[src/rtl/coin_feeder.sv]
// Toy vending machine customer driver: issues PRICE coin pulses per toy, counts returned toys, flags a timeout.
// Optional COIN_GAP_EN inserts one idle cycle between consecutive coins. All outputs are registered.
`timescale 1ns/1ps
module coin_feeder #(
  parameter int PRICE   = 2,
  parameter int QW      = 4,
  parameter int TIMEOUT = 8
) (
  input  logic          clock,
  input  logic          reset,
  input  logic          start,
  input  logic [QW-1:0] qty,
  output logic          coin,
  input  logic          toy,
  output logic          busy,
  output logic          done,
  output logic          error,
  output logic [QW-1:0] toys_got
);

  localparam int CW = (PRICE > 1) ? $clog2(PRICE) : 1;
  localparam int TW = (TIMEOUT > 1) ? $clog2(TIMEOUT) : 1;

  typedef enum logic [1:0] {S_IDLE, S_INSERT, S_WAIT_TOY} state_t;

  state_t        r_state, w_state_nxt;
  logic [CW-1:0] r_coin_cnt, w_coin_cnt_nxt;
  logic [TW-1:0] r_tmo_cnt, w_tmo_cnt_nxt;
  logic [QW-1:0] r_qty, w_qty_nxt;
  logic [QW-1:0] r_toys_got, w_toys_got_nxt;
  logic          r_coin, w_coin_nxt;
  logic          r_busy, w_busy_nxt;
  logic          r_done, w_done_nxt;
  logic          r_error, w_error_nxt;
  logic [QW-1:0] w_toys_inc;
  logic          w_last_coin;

  assign w_toys_inc  = r_toys_got + QW'(1);
  assign w_last_coin = (r_coin_cnt == CW'(PRICE - 1));

  always_comb begin
    w_state_nxt    = r_state;
    w_coin_cnt_nxt = r_coin_cnt;
    w_tmo_cnt_nxt  = r_tmo_cnt;
    w_qty_nxt      = r_qty;
    w_toys_got_nxt = r_toys_got;
    w_coin_nxt     = 1'b0;
    w_busy_nxt     = r_busy;
    w_done_nxt     = r_done;
    w_error_nxt    = r_error;
    case (r_state)
      S_IDLE: begin
        if (start) begin
          w_toys_got_nxt = '0;
          w_error_nxt    = 1'b0;
          if (qty != '0) begin
            w_qty_nxt      = qty;
            w_done_nxt     = 1'b0;
            w_state_nxt    = S_INSERT;
            w_coin_nxt     = 1'b1;
            w_coin_cnt_nxt = '0;
            w_busy_nxt     = 1'b1;
          end else begin
            w_done_nxt = 1'b1;
          end
        end
      end
      S_INSERT: begin
`ifdef COIN_GAP_EN
        // r_coin low here means this is the gap cycle; the next cycle carries a coin
        if (!r_coin) begin
          w_coin_nxt = 1'b1;
        end else if (w_last_coin) begin
          w_state_nxt    = S_WAIT_TOY;
          w_tmo_cnt_nxt  = '0;
          w_coin_cnt_nxt = '0;
        end else begin
          w_coin_cnt_nxt = r_coin_cnt + CW'(1);
        end
`else
        if (w_last_coin) begin
          w_state_nxt    = S_WAIT_TOY;
          w_tmo_cnt_nxt  = '0;
          w_coin_cnt_nxt = '0;
        end else begin
          w_coin_cnt_nxt = r_coin_cnt + CW'(1);
          w_coin_nxt     = 1'b1;
        end
`endif
      end
      S_WAIT_TOY: begin
        if (toy) begin
          w_toys_got_nxt = w_toys_inc;
          if (w_toys_inc == r_qty) begin
            w_done_nxt  = 1'b1;
            w_busy_nxt  = 1'b0;
            w_state_nxt = S_IDLE;
          end else begin
            w_state_nxt    = S_INSERT;
            w_coin_nxt     = 1'b1;
            w_coin_cnt_nxt = '0;
          end
        end else if (r_tmo_cnt == TW'(TIMEOUT - 1)) begin
          w_error_nxt = 1'b1;
          w_busy_nxt  = 1'b0;
          w_state_nxt = S_IDLE;
        end else begin
          w_tmo_cnt_nxt = r_tmo_cnt + TW'(1);
        end
      end
      default: begin
        w_state_nxt = S_IDLE;
        w_busy_nxt  = 1'b0;
      end
    endcase
  end

  always_ff @(posedge clock or negedge reset) begin
    if (!reset) begin
      r_state    <= S_IDLE;
      r_coin_cnt <= '0;
      r_tmo_cnt  <= '0;
      r_qty      <= '0;
      r_toys_got <= '0;
      r_coin     <= 1'b0;
      r_busy     <= 1'b0;
      r_done     <= 1'b0;
      r_error    <= 1'b0;
    end else begin
      r_state    <= w_state_nxt;
      r_coin_cnt <= w_coin_cnt_nxt;
      r_tmo_cnt  <= w_tmo_cnt_nxt;
      r_qty      <= w_qty_nxt;
      r_toys_got <= w_toys_got_nxt;
      r_coin     <= w_coin_nxt;
      r_busy     <= w_busy_nxt;
      r_done     <= w_done_nxt;
      r_error    <= w_error_nxt;
    end
  end

  assign coin     = r_coin;
  assign busy     = r_busy;
  assign done     = r_done;
  assign error    = r_error;
  assign toys_got = r_toys_got;

endmodule
[config.mk]
export PLATFORM = sky130hd
export DESIGN_NAME = coin_feeder
export DESIGN_NICKNAME = d
export VERILOG_FILES = /design/src/rtl/coin_feeder.sv
export SDC_FILE = /design/constraint.sdc
export NUM_CORES = 1
export LEC_CHECK = 0
export ABC_AREA = 1
export ABC_CLOCK_PERIOD_IN_PS = 3740
export CORE_MARGIN = 2
export CORE_UTILIZATION = 25
export DETAILED_ROUTE_END_ITERATION = 12
export PLACE_DENSITY = 0.53
export SYNTH_ARGS = -nofsm -noshare
export SYNTH_HDL_FRONTEND = slang
export SYNTH_SLANG_ARGS = --single-unit
export TNS_END_PERCENT = 50
[constraint.sdc]
create_clock -name clock -period 3.74 [get_ports clock]
set_clock_uncertainty 0.2 [all_clocks]
set_input_delay 0.561 -clock clock [delete_from_list [all_inputs] [get_ports clock]]
set_output_delay 0.561 -clock clock [all_outputs]
set_load 0.005 [all_outputs]
# Word-level counts from Yosys, hierarchy flattened
# Cells that the tools add are included.
classes:
  n_addsub: 3
  n_eq_ne: 15
  mux: 41
  bitwise_logic: 1
  reduce_logical: 13
ops:
  columns: ["cell", "count"]
  rows:
  - ["1-bit 2-to-1 mux", 23]
  - ["2-bit inequality test (second input constant)", 9]
  - ["4-bit AND reduction", 4]
  - ["2-bit 2-to-1 mux", 5]
  - ["5-bit AND reduction", 2]
  - ["3-bit 2-to-1 mux", 3]
  - ["1-bit one-hot mux with 3 select lines", 3]
  - ["4-bit 2-to-1 mux", 2]
  - ["4-bit one-hot mux with 2 select lines", 1]
  - ["3-bit inequality test (second input constant)", 2]
  - ["2-bit one-hot mux with 3 select lines", 1]
  - ["3-bit one-hot mux with 2 select lines", 1]
  - ["3-bit AND reduction", 2]
  - ["4-bit by 1-bit adder with 4-bit output (second input constant)", 1]
  - ["4-bit equality test", 1]
  - ["1-bit one-hot mux with 2 select lines", 2]
  - ["2-bit nonzero test", 2]
  - ["4-bit nonzero test", 1]
  - ["3-bit by 1-bit adder with 3-bit output (second input constant)", 1]
  - ["3-bit equality test (second input constant)", 1]
  - ["3-bit nonzero test", 1]
  - ["2-bit by 1-bit equality test with 1-bit output (second input constant)", 1]
  - ["2-bit equality test (second input constant)", 1]
  - ["2-bit zero test", 1]
  - ["other kinds (2)", 2]
word_totals:
  input_bits: 8
  ff_bits: 18
  out_inout_bits: 8
  wordCells: 82

# Depth between registers and ports, before layout
# Gate-level depths: netlist of the first run.
logic_depth:
  word_depth: 5
  depth_mapped: 12
  ltp_nobuf: 12

# Worst setup path after synthesis of the first run
# Ideal clock, no wire load.
synth_path:
  path_type: "register -> register"
  from: "register r_toys_got[0] (netlist: toys_got[0])"
  to: "register r_busy (netlist: busy)"
  arrival_ps: 1371
  period_less_slack_ps: 1684
  t_required_ps: 3427
  setup_time_ps: 113
  path_slack_ps: 2056
  path_stages_with_launch: 12
  n_path_buf: 0
  path_cell_list: "dfrtp_1 > ha_1 > nand2_1 > inv_1 > o21ai_1 > nor2_2 > nand2_1 > nand2_2 > nand3_2 > nand2_1 > nand2_1 > inv_1"
synth_via:
  elab_chain_cells: 4
synth_rtl:
  columns: ["item", "line_no", "source"]
  rows:
  - ["start: declaration", "30", "logic [QW-1:0] r_toys_got, w_toys_got_nxt;"]
  - ["start signal: assignment", "134", "r_toys_got <= w_toys_got_nxt;"]
  - ["4-bit by 1-bit adder with 4-bit output", "38", "assign w_toys_inc = r_toys_got + QW'(1);"]
  - ["4-bit equality test", "94", "if (w_toys_inc == r_qty) begin"]
  - ["3-bit inequality test (no source line)", null, null]
  - ["5-bit AND reduction (no source line)", null, null]
  - ["end signal: assignment", "136", "r_busy <= w_busy_nxt;"]
  - ["end: declaration", "32", "logic r_busy, w_busy_nxt;"]
# Every way passes these cells.
# A chain may end at the register's enable or synchronous reset.

# Final worst setup path of the first run
layout_path:
  from: "register r_toys_got[0] (netlist: toys_got[0])"
  to: "output toys_got[0]"
layout_rtl:
  columns: ["item", "line_no", "source"]
  rows:
  - ["end: declaration", "18", "output logic [QW-1:0] toys_got"]
# No word-level cell between the ends.

==> metrics, run 1 <==
cell area after synthesis 986 µm²; Antenna Diode Count 0; total global-route track usage 9.80%; Starting Density 26.5%; library cell with the largest summed area after synthesis sky130_fd_sc_hd__dfrtp_1; count of buffer and inverter cells on the critical path 1; mean routed wirelength per cell 9.94 µm; Hold Startpoint r_tmo_cnt[2]$_DFFE_PN0P_; Fin Setup TNS 0 ps; Clock H-tree levels 1; top-count cell post-synth sky130_fd_sc_hd__nand2_1; share of the synthesized area in the top cell type 45.7%; Endpoint, Worst Hold r_tmo_cnt[2]$_DFFE_PN0P_; critical path startpoint category flop; Met1 Wirelength 944 µm; TritonCTS clock tree yes; post-layout utilization of the core 33.2%; share of flip-flops with an asynchronous set or reset 100%; Post-Syn Nets 140; total number of vias 835; slowest library cell on the worst path sky130_fd_sc_hd__clkdlybuf4s50_1; slew at the pin closest to its max-slew limit 819 ps; RSZ-0062 raised after global routing no; Pleak 0.630 nW; net count reported at finish 159; Most used DFF post-synth sky130_fd_sc_hd__dfrtp_1; Tot Pwr 874 µW; distinct cell type count of the synthesized netlist 19; number of setup violations in the final report 0; power density relative to cell area 709 nW/µm²; vias in the first global route 773; fraction of final layout cells with drive strength greater than 1 9.59%; post-CTS repair timing setup buffer count 0; Synth area leaders sky130_fd_sc_hd__dfrtp_1, sky130_fd_sc_hd__nand2_1, sky130_fd_sc_hd__inv_1, sky130_fd_sc_hd__nand3_1, sky130_fd_sc_hd__ha_1; DIE HEIGHT 66.8 µm; number of buffers created by CTS 3; clock insertion delay at the later pin of the skew report 240 ps; number of antenna violations at the first check in global routing 0; metal2 WL 879 µm; count of yosys warnings during synthesis 0; input/output buffers 15; number of routed nets with antenna violations 0; # clock sinks 18; Final Critical Period 2070 ps; Die X 66.8 µm; final routed wirelength across all metal layers 1.93 mm; fmax 0.484 GHz; path category of the worst min-delay check flop to flop; kind of cell adding the most delay to the critical path buffers and inverters; mean instance size in the synthesized netlist 7.64 µm²; cts hold-fix bufs 0; First DRT Iteration DRCs 9; Worst Reg-to-Reg Cells 9; Seq cells post-synth 18; worst r2r dst busy$_DFFE_PN0P_; count of final hold-check violations 0; Rows 22; Clock Root Buffer sky130_fd_sc_hd__clkbuf_8; detailed-route DRC error count 0; met3 layer wire length in the routed design 76 µm; fin crit share 55.3%; core area 3720 µm²; VDD IR max 0.246 mV; cells traversed along the worst timing path clkdlybuf4s50_1; topmost layer with routed signal wires met4; clock-pin slew of the registers on the worst-case setup and hold paths 70 ps; maximum number of pins on one net before global-route repair 19; sequential-to-total area share from yosys stat 45.7%; Crit. End Element output port; number of max-cap violations 0; Routability Congestion 0.754; CP Data Required Time 2980 ps; Slew HR 45.3%; highest fanout seen on the critical path 9; number of instances in the synthesized netlist 129; number of fillers in the final layout 404; Crit Reg-Reg Startpoint toys_got[0]$_DFFE_PN0P_; logic depth of the worst path, buffers included 1; path type of the worst setup path flop to output port; clk buf depth 2; Post-synth top cells sky130_fd_sc_hd__nand2_1, sky130_fd_sc_hd__inv_1, sky130_fd_sc_hd__dfrtp_1, sky130_fd_sc_hd__nand3_1, sky130_fd_sc_hd__o21ai_1; Resize count post-CTS 0; delay contributed by the slowest stage of the critical path 560 ps; mean number of vias per cell 4.30; Pre-Repair DR Iteration Count 3; number of pins exceeding their max-slew limit in the final report 0; first-pass GRT wire length 3.34 mm; number of synthesized flops with an enable pin 0; number of ports placed on the die boundary 16; worst setup slack for register-to-register paths 1940 ps; CP Data Arrival Time 1310 ps; result of the run finished, final reports clean; Detail Placement HPWL 1.57 mm; Worst Hold Path Cells 2; Die Area 4460 µm²; global-route congestion overflow total 0; Layout area overhead 25.0%
-- logic make-up (layout without fill, tap and decap cells) --
family | Yosys count | in the layout | share of synthesized area [%]
AOI/OAI and AO/OA | 17 | 17 | 9.90
adders and majority gates | 3 | 3 | 3.81
buffers and inverters | 27 | 44 | 10.4
DFF | 18 | 18 | 45.7
and+or+nand+nor | 64 | 64 | 30.2
-- cell usage in the layout, fill, tap and decap left out --
cell and n:
sky130_fd_sc_hd__o31ai_1 1, sky130_fd_sc_hd__o21ai_2 1, sky130_fd_sc_hd__o21ai_0 6, sky130_fd_sc_hd__nand3_1 14, sky130_fd_sc_hd__o21ai_1 7, sky130_fd_sc_hd__nand4_1 3
sky130_fd_sc_hd__nand3_2 2, sky130_fd_sc_hd__nand2_2 1, sky130_fd_sc_hd__clkbuf_8 3, sky130_fd_sc_hd__inv_1 24, sky130_fd_sc_hd__dfrtp_1 18, sky130_fd_sc_hd__nor2_2 4
sky130_fd_sc_hd__clkdlybuf4s50_1 15, sky130_fd_sc_hd__a22o_1 1, sky130_fd_sc_hd__nor2_4 1, sky130_fd_sc_hd__nor2_1 4, sky130_fd_sc_hd__a21boi_1 1, sky130_fd_sc_hd__nand2_1 35
sky130_fd_sc_hd__inv_2 2, sky130_fd_sc_hd__ha_1 3
-- how the worst max path moves through the flow --
stage                                       start                endpoint  slack, ps
final                     toys_got[0]$_DFFE_PN0P_             toys_got[0]       1670
after global routing      toys_got[0]$_DFFE_PN0P_             toys_got[0]       1620
after CTS                 toys_got[0]$_DFFE_PN0P_             toys_got[0]       1660
after detailed placement                   qty[2]  r_state[0]$_DFFE_PN0P_       1760
after global placement                      start        done$_DFFE_PN0P_       1740
after floorplan           toys_got[0]$_DFFE_PN0P_        busy$_DFFE_PN0P_       2060
-- per-layer routing --
layer	GRT usage, %	vias to the layer above
met3	1.18	2
met5	0	-
met4	4.59	0
li1	-	443
met2	15.8	14
met1	13.0	376
-- area by class of cell --
class | count | area, µm² | area share, %
Clock buffer | 3 | 41.3 | 3.35
Inverter | 26 | 97.6 | 7.92
Multi-Input combinational cell | 84 | 433 | 35.1
Sequential cell | 18 | 450 | 36.5
Tap cell | 48 | 60.1 | 4.87
Timing Repair Buffer | 15 | 150 | 12.2
-- per-stage QoR --
step	hold slack [ps]	std cells	setup slack, ps	cell area (µm²)
2_1_floorplan	65.4	129	2060	986
3_3_place_gp	275	191	1740	1190
3_5_place_dp	284	191	1760	1190
4_1_cts	300	194	1660	1230
5_1_grt	315	194	1620	1230
6_report	295	194	1670	1230
-- state kept, by name (all words and copies together), names as in the netlist --
register / flops
coin: 1
done: 1
r_qty: 4
r_tmo_cnt: 3
error: 1
busy: 1
toys_got: 4
r_state: 2
r_coin_cnt: 1
-- where the power goes --
group          leakage, nW  total (mW)  internal, mW  switching [mW]
Clock               0.0216       0.132        0.0713          0.0604
Sequential           0.230       0.340         0.271          0.0695
Combinational        0.378       0.402         0.178           0.224
Total                0.630       0.874         0.520           0.354
(Power assumes the default switching activity.)
==> run 2: changes to the inputs <==
--- a/config.mk
+++ b/config.mk
@@ -6,11 +6,11 @@
 export NUM_CORES = 1
 export LEC_CHECK = 0
 export ABC_AREA = 1
-export ABC_CLOCK_PERIOD_IN_PS = 3740
+export ABC_CLOCK_PERIOD_IN_PS = 1750
 export CORE_MARGIN = 2
 export CORE_UTILIZATION = 25
 export DETAILED_ROUTE_END_ITERATION = 12
-export PLACE_DENSITY = 0.53
+export PLACE_DENSITY = 0.55
 export SYNTH_ARGS = -nofsm -noshare
 export SYNTH_HDL_FRONTEND = slang
 export SYNTH_SLANG_ARGS = --single-unit
==> constraint.sdc (replaced) <==
create_clock -name clock -period 1.75 [get_ports clock]
set_clock_uncertainty 0.2 [all_clocks]
set_input_delay 0.2625 -clock clock [delete_from_list [all_inputs] [get_ports clock]]
set_output_delay 0.2625 -clock clock [all_outputs]
set_load 0.005 [all_outputs]
==> metrics, run 2 (synthesis results as in run 1) <==
commonest cells after routing, fill and taps aside sky130_fd_sc_hd__nand2_1, sky130_fd_sc_hd__inv_1, sky130_fd_sc_hd__dfrtp_1; number of pins exceeding their max-slew limit in the final report 0 (unchanged); number of setup violations in the final report 0 (unchanged); net count reported at finish 164 (+3.1%); mean routed wirelength per cell 10.9 µm (+9.6%); DIE HEIGHT 66.8 µm (unchanged); path type of the worst setup path flop to output port; Detail Placement HPWL 1.66 mm (+5.9%); Worst Reg-to-Reg Cells 10 (+1); worst hold margin 125 ps (-171 ps); clock-pin slew of the registers on the worst-case setup and hold paths 70 ps (about the same); Starting Density 26.5% (unchanged); Tot Pwr 2.06 mW (+140%); power density relative to cell area 1550 nW/µm² (+120%); worst setup slack for register-to-register paths 40 ps (-1900 ps); Clock H-tree levels 1 (unchanged); CP Data Required Time 1290 ps (-1690 ps); Rows 22 (unchanged); number of buffers created by CTS 3 (unchanged); detailed-route DRC error count 0 (unchanged); global-route congestion overflow total 0 (unchanged); worst r2r dst busy$_DFFE_PN0P_; clock insertion delay at the later pin of the skew report 260 ps (+20 ps); RSZ-0062 raised after global routing yes; critical path startpoint category flop; maximum number of pins on one net before global-route repair 19 (unchanged); Slew HR 78.8% (+34 points); number of ports placed on the die boundary 16 (unchanged); number of max-cap violations 0 (unchanged); TritonCTS clock tree yes; vias in the first global route 837 (+8.3%); fin crit share 99.6%; total number of vias 891 (+6.7%); number of antenna violations at the first check in global routing 0 (unchanged); Antenna Diode Count 0 (unchanged); Placement Cell Area 1210 µm² (+1.9%); most frequent standard cell in the layout excluding fill and tap cells sky130_fd_sc_hd__nand2_1; Layout area overhead 34.6%; Crit. End Element output port; count of final hold-check violations 0 (unchanged); Routability Congestion 0.774 (+2.7%); post-route design area 1330 µm² (+7.7%); total global-route track usage 10.8% (+1.0 points); Pleak 0.674 nW (+7.1%); input/output buffers 15 (unchanged); core area 3720 µm² (unchanged); Pre-Repair DR Iteration Count 4 (+1); Fin Setup TNS 0 ps (unchanged); highest fanout seen on the critical path 8 (-1); CP Data Arrival Time 1280 ps (-30 ps); result of the run finished, final reports clean; Clock Root Buffer sky130_fd_sc_hd__clkbuf_8; Die Area 4460 µm² (unchanged); Final Critical Period 1740 ps; Die X 66.8 µm (unchanged); clk buf depth 2 (unchanged); mean number of vias per cell 4.46 (+3.5%); VDD IR max 0.389 mV (+58%); first-pass GRT wire length 3.50 mm (+4.8%); # clock sinks 18 (unchanged); number of routed nets with antenna violations 0 (unchanged); Crit Reg-Reg Startpoint r_tmo_cnt[0]$_DFFE_PN0P_; First DRT Iteration DRCs 27 (+18); slew at the pin closest to its max-slew limit 317 ps (-502 ps); fraction of final layout cells with drive strength greater than 1 19.7% (+10 points); final routed wirelength across all metal layers 2.18 mm (+13%); fmax 0.574 GHz; path category of the worst min-delay check primary input to asynchronous set/reset pin
-- run 2: cell types whose count changed in the layout (fill, tap and decap cells not counted), sizes merged --
cell / change
buf: +5
clkbuf: +1
dlymetal6s2s: +1
clkdlybuf4s50: -1
-- run 2: worst max path at each step --
stage                     slack (ps)                to                startpoint
final                              8       toys_got[0]   toys_got[0]$_DFFE_PN0P_
after global routing             -60  busy$_DFFE_PN0P_  r_tmo_cnt[0]$_DFFE_PN0P_
after CTS                          9       toys_got[0]   toys_got[0]$_DFFE_PN0P_
after detailed placement           4  busy$_DFFE_PN0P_  r_tmo_cnt[0]$_DFFE_PN0P_
after global placement            30  busy$_DFFE_PN0P_  r_tmo_cnt[0]$_DFFE_PN0P_
after floorplan                   70  busy$_DFFE_PN0P_   toys_got[0]$_DFFE_PN0P_
-- run 2: layer usage --
layer | vias up | GRT usage (%) | wire length [µm]
li1 | 455 | - | -
met1 | 422 | 13.0 | 979
met2 | 9 | 17.1 | 1100
met3 | 5 | 1.52 | 35
met4 | 0 | 8.67 | 65
met5 | - | 0 | 0
-- run 2: layout make-up --
cell class	instances	area [µm²]
well taps	48	60.1
fillers	390	2390
flip-flops and latches	18	452
clock buffers	4	55.1
repair buffers	20	190
multi-input cells	84	473
inverters	26	97.6
-- run 2: metrics by stage --
stage | setup WS (ps) | util (%) | cells
floorplan | 65.9 | - | 129
global placement | 31.9 | 32.7 | 194
detailed placement | 4.33 | 32.7 | 194
CTS | 8.63 | 34.2 | 198
global route | -59.3 | 35.7 | 200
finish | 7.55 | 35.7 | 200
-- run 2: timing repair --
| item | CTS | global route |
|---|---|---|
| endpoints found under the setup margin | 2 | 7 |
| hold buffers | 0 | 0 |
| setup buffers | 0 | 2 |
| resized for setup | 1 | 11 |
| pin swaps | 1 | 6 |
| cloned | 0 | 0 |
-- run 2: power by group --
group          internal [mW]  switching [mW]
Sequential             0.580           0.126
Combinational          0.442           0.561
Clock                  0.201           0.150
-- run 2: critical path: stages, from the launching register on --
cell and delay (ps):
sky130_fd_sc_hd__dfrtp_1 350, sky130_fd_sc_hd__buf_4 160, sky130_fd_sc_hd__clkdlybuf4s50_1 500
